--- src/rtl/ones_comp_csum.sv ---
// ones_comp_csum: streaming ones'-complement checksum engine.
//
// Accepts a packet as LANES x WIDTH-bit beats over a valid/ready handshake and
// accumulates every kept word with end-around carry. On the last beat, the
// final sum, its complement and the kept-word count are loaded into output
// registers and held on a valid/ready handshake until consumed.
//
// Optional feature (compile-time macro):
//   CSUM_ZERO_FIX_EN - when defined, a complement of zero is sent as all-ones
//                      (UDP "no checksum" convention).
//
// Ports:
//   clk, rst_n  - clock, synchronous active-low reset
//   in_valid    - input beat present
//   in_ready    - engine can take a beat (!csum_valid || csum_ready)
//   in_data     - LANES packed words, lane 0 in the low bits
//   in_keep     - per-lane enable; dropped lanes add 0 and are not counted
//   in_last     - final beat of packet
//   csum_valid  - result held
//   csum_ready  - downstream takes the result
//   sum         - ones'-complement sum of the packet
//   csum        - complement of sum
//   word_cnt    - kept words in packet, saturating at 16'hFFFF

module ones_comp_csum #(
  parameter int unsigned WIDTH = 16,
  parameter int unsigned LANES = 2
) (
  input  logic                   clk,
  input  logic                   rst_n,
  input  logic                   in_valid,
  output logic                   in_ready,
  input  logic [LANES*WIDTH-1:0] in_data,
  input  logic [LANES-1:0]       in_keep,
  input  logic                   in_last,
  output logic                   csum_valid,
  input  logic                   csum_ready,
  output logic [WIDTH-1:0]       sum,
  output logic [WIDTH-1:0]       csum,
  output logic [15:0]            word_cnt
);

  // Carry headroom: acc plus LANES words never exceeds (LANES+1)*(2^WIDTH-1).
  localparam int unsigned CW = $clog2(LANES + 1);
  localparam int unsigned RW = WIDTH + CW;

  typedef enum logic [0:0] {StEmpty, StHeld} state_e;

  state_e           state_q, state_d;
  logic [WIDTH-1:0] acc_q, acc_d;
  logic [15:0]      cnt_q, cnt_d;
  logic [WIDTH-1:0] sum_q, sum_d;
  logic [WIDTH-1:0] csum_q, csum_d;
  logic [15:0]      wcnt_q, wcnt_d;

  logic [RW-1:0]    raw;
  logic [WIDTH:0]   fold1;
  logic [WIDTH-1:0] folded;
  logic [WIDTH-1:0] inv;
  logic [3:0]       pop;
  logic [16:0]      cnt_sum;
  logic [15:0]      cnt_upd;
  logic             accept;

  // Wide sum of accumulator and kept lanes.
  always_comb begin
    raw = RW'(acc_q);
    pop = '0;
    for (int i = 0; i < LANES; i++) begin
      if (in_keep[i]) begin
        raw = raw + RW'(in_data[i*WIDTH +: WIDTH]);
        pop = pop + 4'd1;
      end
    end
  end

  // Two folds: the first leaves at most a single carry bit, the second absorbs
  // it without producing another. All-ones stays all-ones, and a nonzero set
  // of inputs can never reach zero.
  always_comb begin
    fold1  = (WIDTH+1)'(raw[WIDTH-1:0]) + (WIDTH+1)'(raw[RW-1:WIDTH]);
    folded = fold1[WIDTH-1:0] + WIDTH'(fold1[WIDTH]);
  end

  always_comb begin
    inv = ~folded;
`ifdef CSUM_ZERO_FIX_EN
    if (inv == '0) begin
      inv = '1;
    end
`endif
  end

  always_comb begin
    cnt_sum = {1'b0, cnt_q} + 17'(pop);
    cnt_upd = cnt_sum[16] ? 16'hFFFF : cnt_sum[15:0];
  end

  assign in_ready = (state_q == StEmpty) || csum_ready;
  assign accept   = in_valid && in_ready;

  always_comb begin
    state_d = state_q;
    acc_d   = acc_q;
    cnt_d   = cnt_q;
    sum_d   = sum_q;
    csum_d  = csum_q;
    wcnt_d  = wcnt_q;

    unique case (state_q)
      StEmpty: ;
      StHeld:  if (csum_ready) state_d = StEmpty;
      default: state_d = StEmpty;
    endcase

    if (accept) begin
      if (in_last) begin
        // A last beat overrides the consume transition: the result is reloaded
        // and the accumulator restarts clean for the next packet.
        sum_d   = folded;
        csum_d  = inv;
        wcnt_d  = cnt_upd;
        acc_d   = '0;
        cnt_d   = '0;
        state_d = StHeld;
      end else begin
        acc_d = folded;
        cnt_d = cnt_upd;
      end
    end
  end

  always_ff @(posedge clk) begin
    if (!rst_n) begin
      state_q <= StEmpty;
      acc_q   <= '0;
      cnt_q   <= '0;
      sum_q   <= '0;
      csum_q  <= '0;
      wcnt_q  <= '0;
    end else begin
      state_q <= state_d;
      acc_q   <= acc_d;
      cnt_q   <= cnt_d;
      sum_q   <= sum_d;
      csum_q  <= csum_d;
      wcnt_q  <= wcnt_d;
    end
  end

  assign csum_valid = (state_q == StHeld);
  assign sum        = sum_q;
  assign csum       = csum_q;
  assign word_cnt   = wcnt_q;

endmodule

--- config.mk ---
export PLATFORM = sky130hd
export DESIGN_NAME = ones_comp_csum
export DESIGN_NICKNAME = d
export VERILOG_FILES = /design/src/rtl/ones_comp_csum.sv
export SDC_FILE = /design/constraint.sdc
export NUM_CORES = 1
export LEC_CHECK = 0
export ABC_AREA = 1
export CORE_MARGIN = 2
export CORE_UTILIZATION = 57
export CTS_CLUSTER_DIAMETER = 60
export CTS_CLUSTER_SIZE = 12
export DETAILED_ROUTE_END_ITERATION = 8
export GPL_TIMING_DRIVEN = 0
export PLACE_DENSITY = 0.82
export RECOVER_POWER = 50
export SLEW_MARGIN = 15
export SYNTH_ARGS = -nofsm -noshare
export SYNTH_HDL_FRONTEND = slang
export SYNTH_SLANG_ARGS = --single-unit
--- constraint.sdc ---
create_clock -name clk -period 8.05 [get_ports clk]
set_clock_uncertainty 0.15 [all_clocks]
set_input_delay 0.805 -clock clk [delete_from_list [all_inputs] [get_ports clk]]
set_output_delay 0.805 -clock clk [all_outputs]
set_load 0.02 [all_outputs]
After elaboration in Yosys (flattened, before gate mapping)
Index checks and enable logic that the tools add are counted.
{ "totals": {"reg_bits": 81, "in_bits": 39, "elab_cells": 28} }
{ "classes": {"addsub": 6, "n_mux": 11, "bitwise": 2, "n_reduce_logical": 3} }
{ "ops": {"columns": ["op", "count"], "rows": [
  ["16-bit 2-to-1 mux", 3],
  ["18-bit by 16-bit adder with 18-bit output", 1],
  ["18-bit 2-to-1 mux", 1],
  ["16-bit by 16-bit adder with 17-bit output", 1],
  ["16-bit by 2-bit adder with 17-bit output", 1],
  ["16-bit by 4-bit adder with 17-bit output", 1],
  ["17-bit 2-to-1 mux", 1],
  ["16-bit by 1-bit adder with 16-bit output", 1],
  ["16-bit inverter", 1],
  ["1-bit 2-to-1 mux", 5],
  ["4-bit by 1-bit adder with 4-bit output (second input constant)", 1],
  ["4-bit 2-to-1 mux", 1],
  ["2-bit AND reduction", 1],
  ["1-bit logical AND", 1],
  ["1-bit logical OR", 1],
  ["1-bit inverter", 1]
]} }

Depth between registers and ports, before layout
{ "logic_depth": {"word_depth": 7, "ltp_mapped": 46, "mapped_depth_nobuf": 46} }

Least setup slack after synthesis
OpenSTA, ideal clock, no wires.
{ "synth_timing": {"path_kind": "input to register", "startpoint": "input in_data[0]", "endpoint": "register csum_q[14], in the netlist csum[14]", "setup_time_ps": 131, "arrival_time_ps": 6044, "required_ps": 7769, "slack_ps": 1726, "stages": 45, "path_cell_list": "ha_1 inv_1 fa_1 inv_1 nand2_2 nand2_1 nand3_1 nand3_1 nand3_1 and2_1 ha_1 inv_1 o21ai_0 nand2_1 nand2_1 a21oi_1 nand2_1 a21oi_1 [... 9 more ...] nor2_4 nand3_1 nor4_1 ha_1 ha_1 nand3_1 nor2_1 nand2_1 nor2_2 nand2_1 nor2_4 nand3_2 nor2_2 nand2_1 nand2_1 nand2_1 nand2_1 a21oi_2"} }
{ "synth_between": {"elab_chain_cells": 7} }
{ "synth_lines": {"columns": ["item", "line_no", "source"], "rows": [
  ["start, declared", "33", "input logic [LANES*WIDTH-1:0] in_data,"],
  ["16-bit by 16-bit adder with 17-bit output *", "71", "raw = raw + RW'(in_data[i*WIDTH +: WIDTH]);"],
  ["17-bit 2-to-1 mux *", "70", "if (in_keep[i]) begin"],
  ["18-bit by 16-bit adder with 18-bit output", "71", null],
  ["18-bit 2-to-1 mux *", "70", null],
  ["16-bit by 2-bit adder with 17-bit output *", "81", "fold1 = (WIDTH+1)'(raw[WIDTH-1:0]) + (WIDTH+1)'(raw[RW-1:WIDTH]);"],
  ["16-bit by 1-bit adder with 16-bit output *", "82", "folded = fold1[WIDTH-1:0] + WIDTH'(fold1[WIDTH]);"],
  ["16-bit inverter *", "86", "inv = ~folded;"],
  ["end signal, assigned", "146", "csum_q <= csum_d;"],
  ["end, declared", "53", "logic [WIDTH-1:0] csum_q, csum_d;"]
]} }
Mark *: on every way between the ends. The rest lies on a longest branch, timed or not.
A chain may end at the register's enable or synchronous reset.

Worst setup path after layout
{ "layout_timing": {"startpoint": "input in_data[0]", "endpoint": "register csum_q[12], in the netlist csum[12]"} }
Same word-level chain as after synthesis.

==> metrics.yaml <==
outcome:
  status: "complete, but fails checks"
  violations: "design-rule violations"
yosys:
  syn-num-nets: 1182
  async_flop_share_pct: 0
  syn_inst: 1100
  syn_avg_cell_area_sq_um: 6.17
  synth_seq_area_share_pct: 23.9
  ys.flop_type: "dfxtp_1"
  synth_cell_types: 41
  yosysWarnings: 0
  synthesis.area_sq_mm: 0.00679
  synth-edff-count: 0
  synth-seq-cells: 81
critical_path:
  cp_max_fo: 5
  reg2reg_depth: 45
  worstReg2RegStart: "acc_q[0]$_SDFFE_PN0P_"
  reg2reg_to: "csum[12]$_SDFFE_PN0P_"
  r2r_slack_ns: 1.07
  path_class: "input port to register"
  crit_path_max_incr_delay_ns: 0.48
  end_kind: "register"
  crit_start: "in_data[0]"
  cp.arrival_ns: 7.62
  worstSetupStartpointType: "input port"
  critical_path.endpoint: "csum[12]$_SDFFE_PN0P_"
  path_common_cell: "nand2_1"
  cpMaxStageDelayCell: "clkdlybuf4s50_1"
  crit_required_ns: 8.10
clocking:
  clkLatencyLatePin_ns: 0.34
  path_clk_slew_ns: 0.06
  cts.sinks: 81
  clk_root_buffer_cell: "clkbuf_16"
  tritoncts: "done"
  cts-htree-levels: 3
  cts_buffers: 9
  clock_path_buffers: 2
floorplanning:
  num_rows: 39
  io_pins: 89
  die_x_um: 113
  core_area_sq_mm: 0.0115
  die_h_um: 113
  dieArea_sq_mm: 0.0128
  initial_core_util_pct: 59.0
routing:
  wire_per_inst_um: 14.7
  vias: 7270
  firstDrtPassIters: 8
  remaining_drc_errors: 6
  ant_nets: 0
  via_per_inst: 5.39
  drt_iter0_drc: 432
  totalWireLength_um: 19900
pwr:
  ir_worst_vdd_mv: 0.168
  p_total_w: 0.00137
  p_leak_nw: 4.12
  pwr_density_cell_mw_per_mm2: 166
global_route:
  antenna_found_initial: 0
  track_usage_pct: 31.3
  grt_overflow: 0
  grt_max_degree: 14
  grt_pass1_wl_um: 32400
  grt_pass1_vias: 6979
run:
  cap_violations: 0
timing:
  min_period_ns: 7.57
  finalCritPeriodShare_pct: 94.0
  tightestPinTransition_ns: 0.619
  slew_viol_final: 0
  slew_headroom_pct: 58.3
  max_freq_mhz: 132
  hold_viol_final: 0
  setup_viol_count_final: 0
final_layout:
  final_util_pct: 71.7
  fin_nets: 1282
  final_layout_size_suffix_gt1_share_pct: 10.5
  nFillCells: 1011
  syn2layout_area_growth_pct: 21.6
  antenna_cells: 0
  layout_common_cells: "nand2_1, inv_1, nand3_1"
  final_common_cell: "nand2_1"
hold_path:
  hp-class: "register to register"
placement:
  port_buffers: 88
  dp_hpwl_um: 15900
  place_congestion: 0.989
-- registers in the layout (all words and copies together), names as in the netlist --
name	flops
acc_q	16
cnt_q	16
csum	16
sum	16
word_cnt	16
csum_valid	1
-- worst max-delay path, delay by kind of cell --
| family | cells | cell delay [ns] |
|---|---|---|
| compound gates | 3 | 0.28 |
| simple gates | 31 | 3.65 |
| buf+inv | 4 | 0.79 |
| fa+ha+maj | 7 | 1.84 |
| xor+xnor | 1 | 0.25 |
-- per-stage QoR --
step | instance area (sq um) | setup TNS, ns | worst slack (ns) | instances | hold WS (ns)
after floorplan | 6790 | 0 | 1.73 | 1100 | 0.295
after global placement | 7850 | -0.858 | -0.163 | 1331 | 0.302
after detailed placement | 7850 | -3.23 | -0.284 | 1331 | 0.305
after CTS | 8180 | 0 | 0.197 | 1347 | 0.314
after global routing | 8260 | -0.0431 | -0.0260 | 1348 | 0.322
final | 8260 | 0 | 0.483 | 1348 | 0.312
-- area by class of cell --
cell class	instances	area (sq um)	share of cell area, %
clock buffer	11	253	3.06
buffer	34	153	1.85
tap	143	179	2.17
timing repair buffer	89	888	10.8
sequential	81	1620	19.6
clock inverter	5	77.6	0.940
inverter	147	553	6.70
multi-input combinational	838	4530	54.9
-- per-layer routing --
| layer | global-route usage, % | up-vias | share of wire [%] |
|---|---|---|---|
| met1 | 37.3 | 3272 | 43 |
| met4 | 15.9 | 0 | 4.8 |
| met5 | 0 | - | 0 |
| met3 | 5.68 | 57 | 5.9 |
| met2 | 54.1 | 216 | 46 |
| li1 | - | 3725 | - |
-- synth_stat cells (5+ instances only) --
library cell	count	area, sq um
a21oi_1	79	395
buf_2	11	55.1
clkbuf_1	18	67.6
dfxtp_1	81	1620
ha_1	39	488
inv_1	135	507
inv_2	11	41.3
nand2_1	337	1260
nand2_2	25	156
nand2_4	5	56.3
nand3_1	104	521
nand3_2	11	110
nand3b_1	6	45.0
nand4_1	14	87.6
nor2_1	76	285
nor2_4	11	124
nor3_1	5	25.0
o21ai_0	46	230
o21bai_1	11	82.6
or2_2	11	68.8
xnor2_1	9	78.8
xor2_1	7	61.3
-- report_power, final --
part	total [W]	internal (W)	switching, W
combinational	0.000487	0.000171	0.000316
sequential	0.000440	0.000424	0.0000164
clock	0.000446	0.000287	0.000159
total	0.00137	0.000882	0.000491
-- logic make-up after synthesis --
family	share of synthesized area, %
buf+inv	10.2
xor+xnor	2.06
compound gates	12.8
simple gates	42.6
flops	23.9
fa+ha+maj	8.37
-- how the worst min path moves through the flow --
stage,cells after the start,startpoint,slack [ns],endpoint
floorplan,2,cnt_q[11]$_SDFFE_PN0P_,0.30,cnt_q[11]$_SDFFE_PN0P_
global placement,2,sum[0]$_SDFFE_PN0P_,0.30,sum[0]$_SDFFE_PN0P_
detailed placement,2,csum[9]$_SDFFE_PN0P_,0.31,csum[9]$_SDFFE_PN0P_
CTS,2,csum[9]$_SDFFE_PN0P_,0.31,csum[9]$_SDFFE_PN0P_
global route,2,csum[9]$_SDFFE_PN0P_,0.32,csum[9]$_SDFFE_PN0P_
finish,2,csum[9]$_SDFFE_PN0P_,0.31,csum[9]$_SDFFE_PN0P_
-- what timing repair did --
| item | in CTS | in global routing |
|---|---|---|
| endpoints found under the setup margin | 1 | 25 |
| pin swaps | 0 | 1 |
| hold buffers | 0 | 0 |
| gates resized for setup | 1 | 16 |
| buffers inserted | 0 | 1 |
Power figures use the tool's default switching activity.
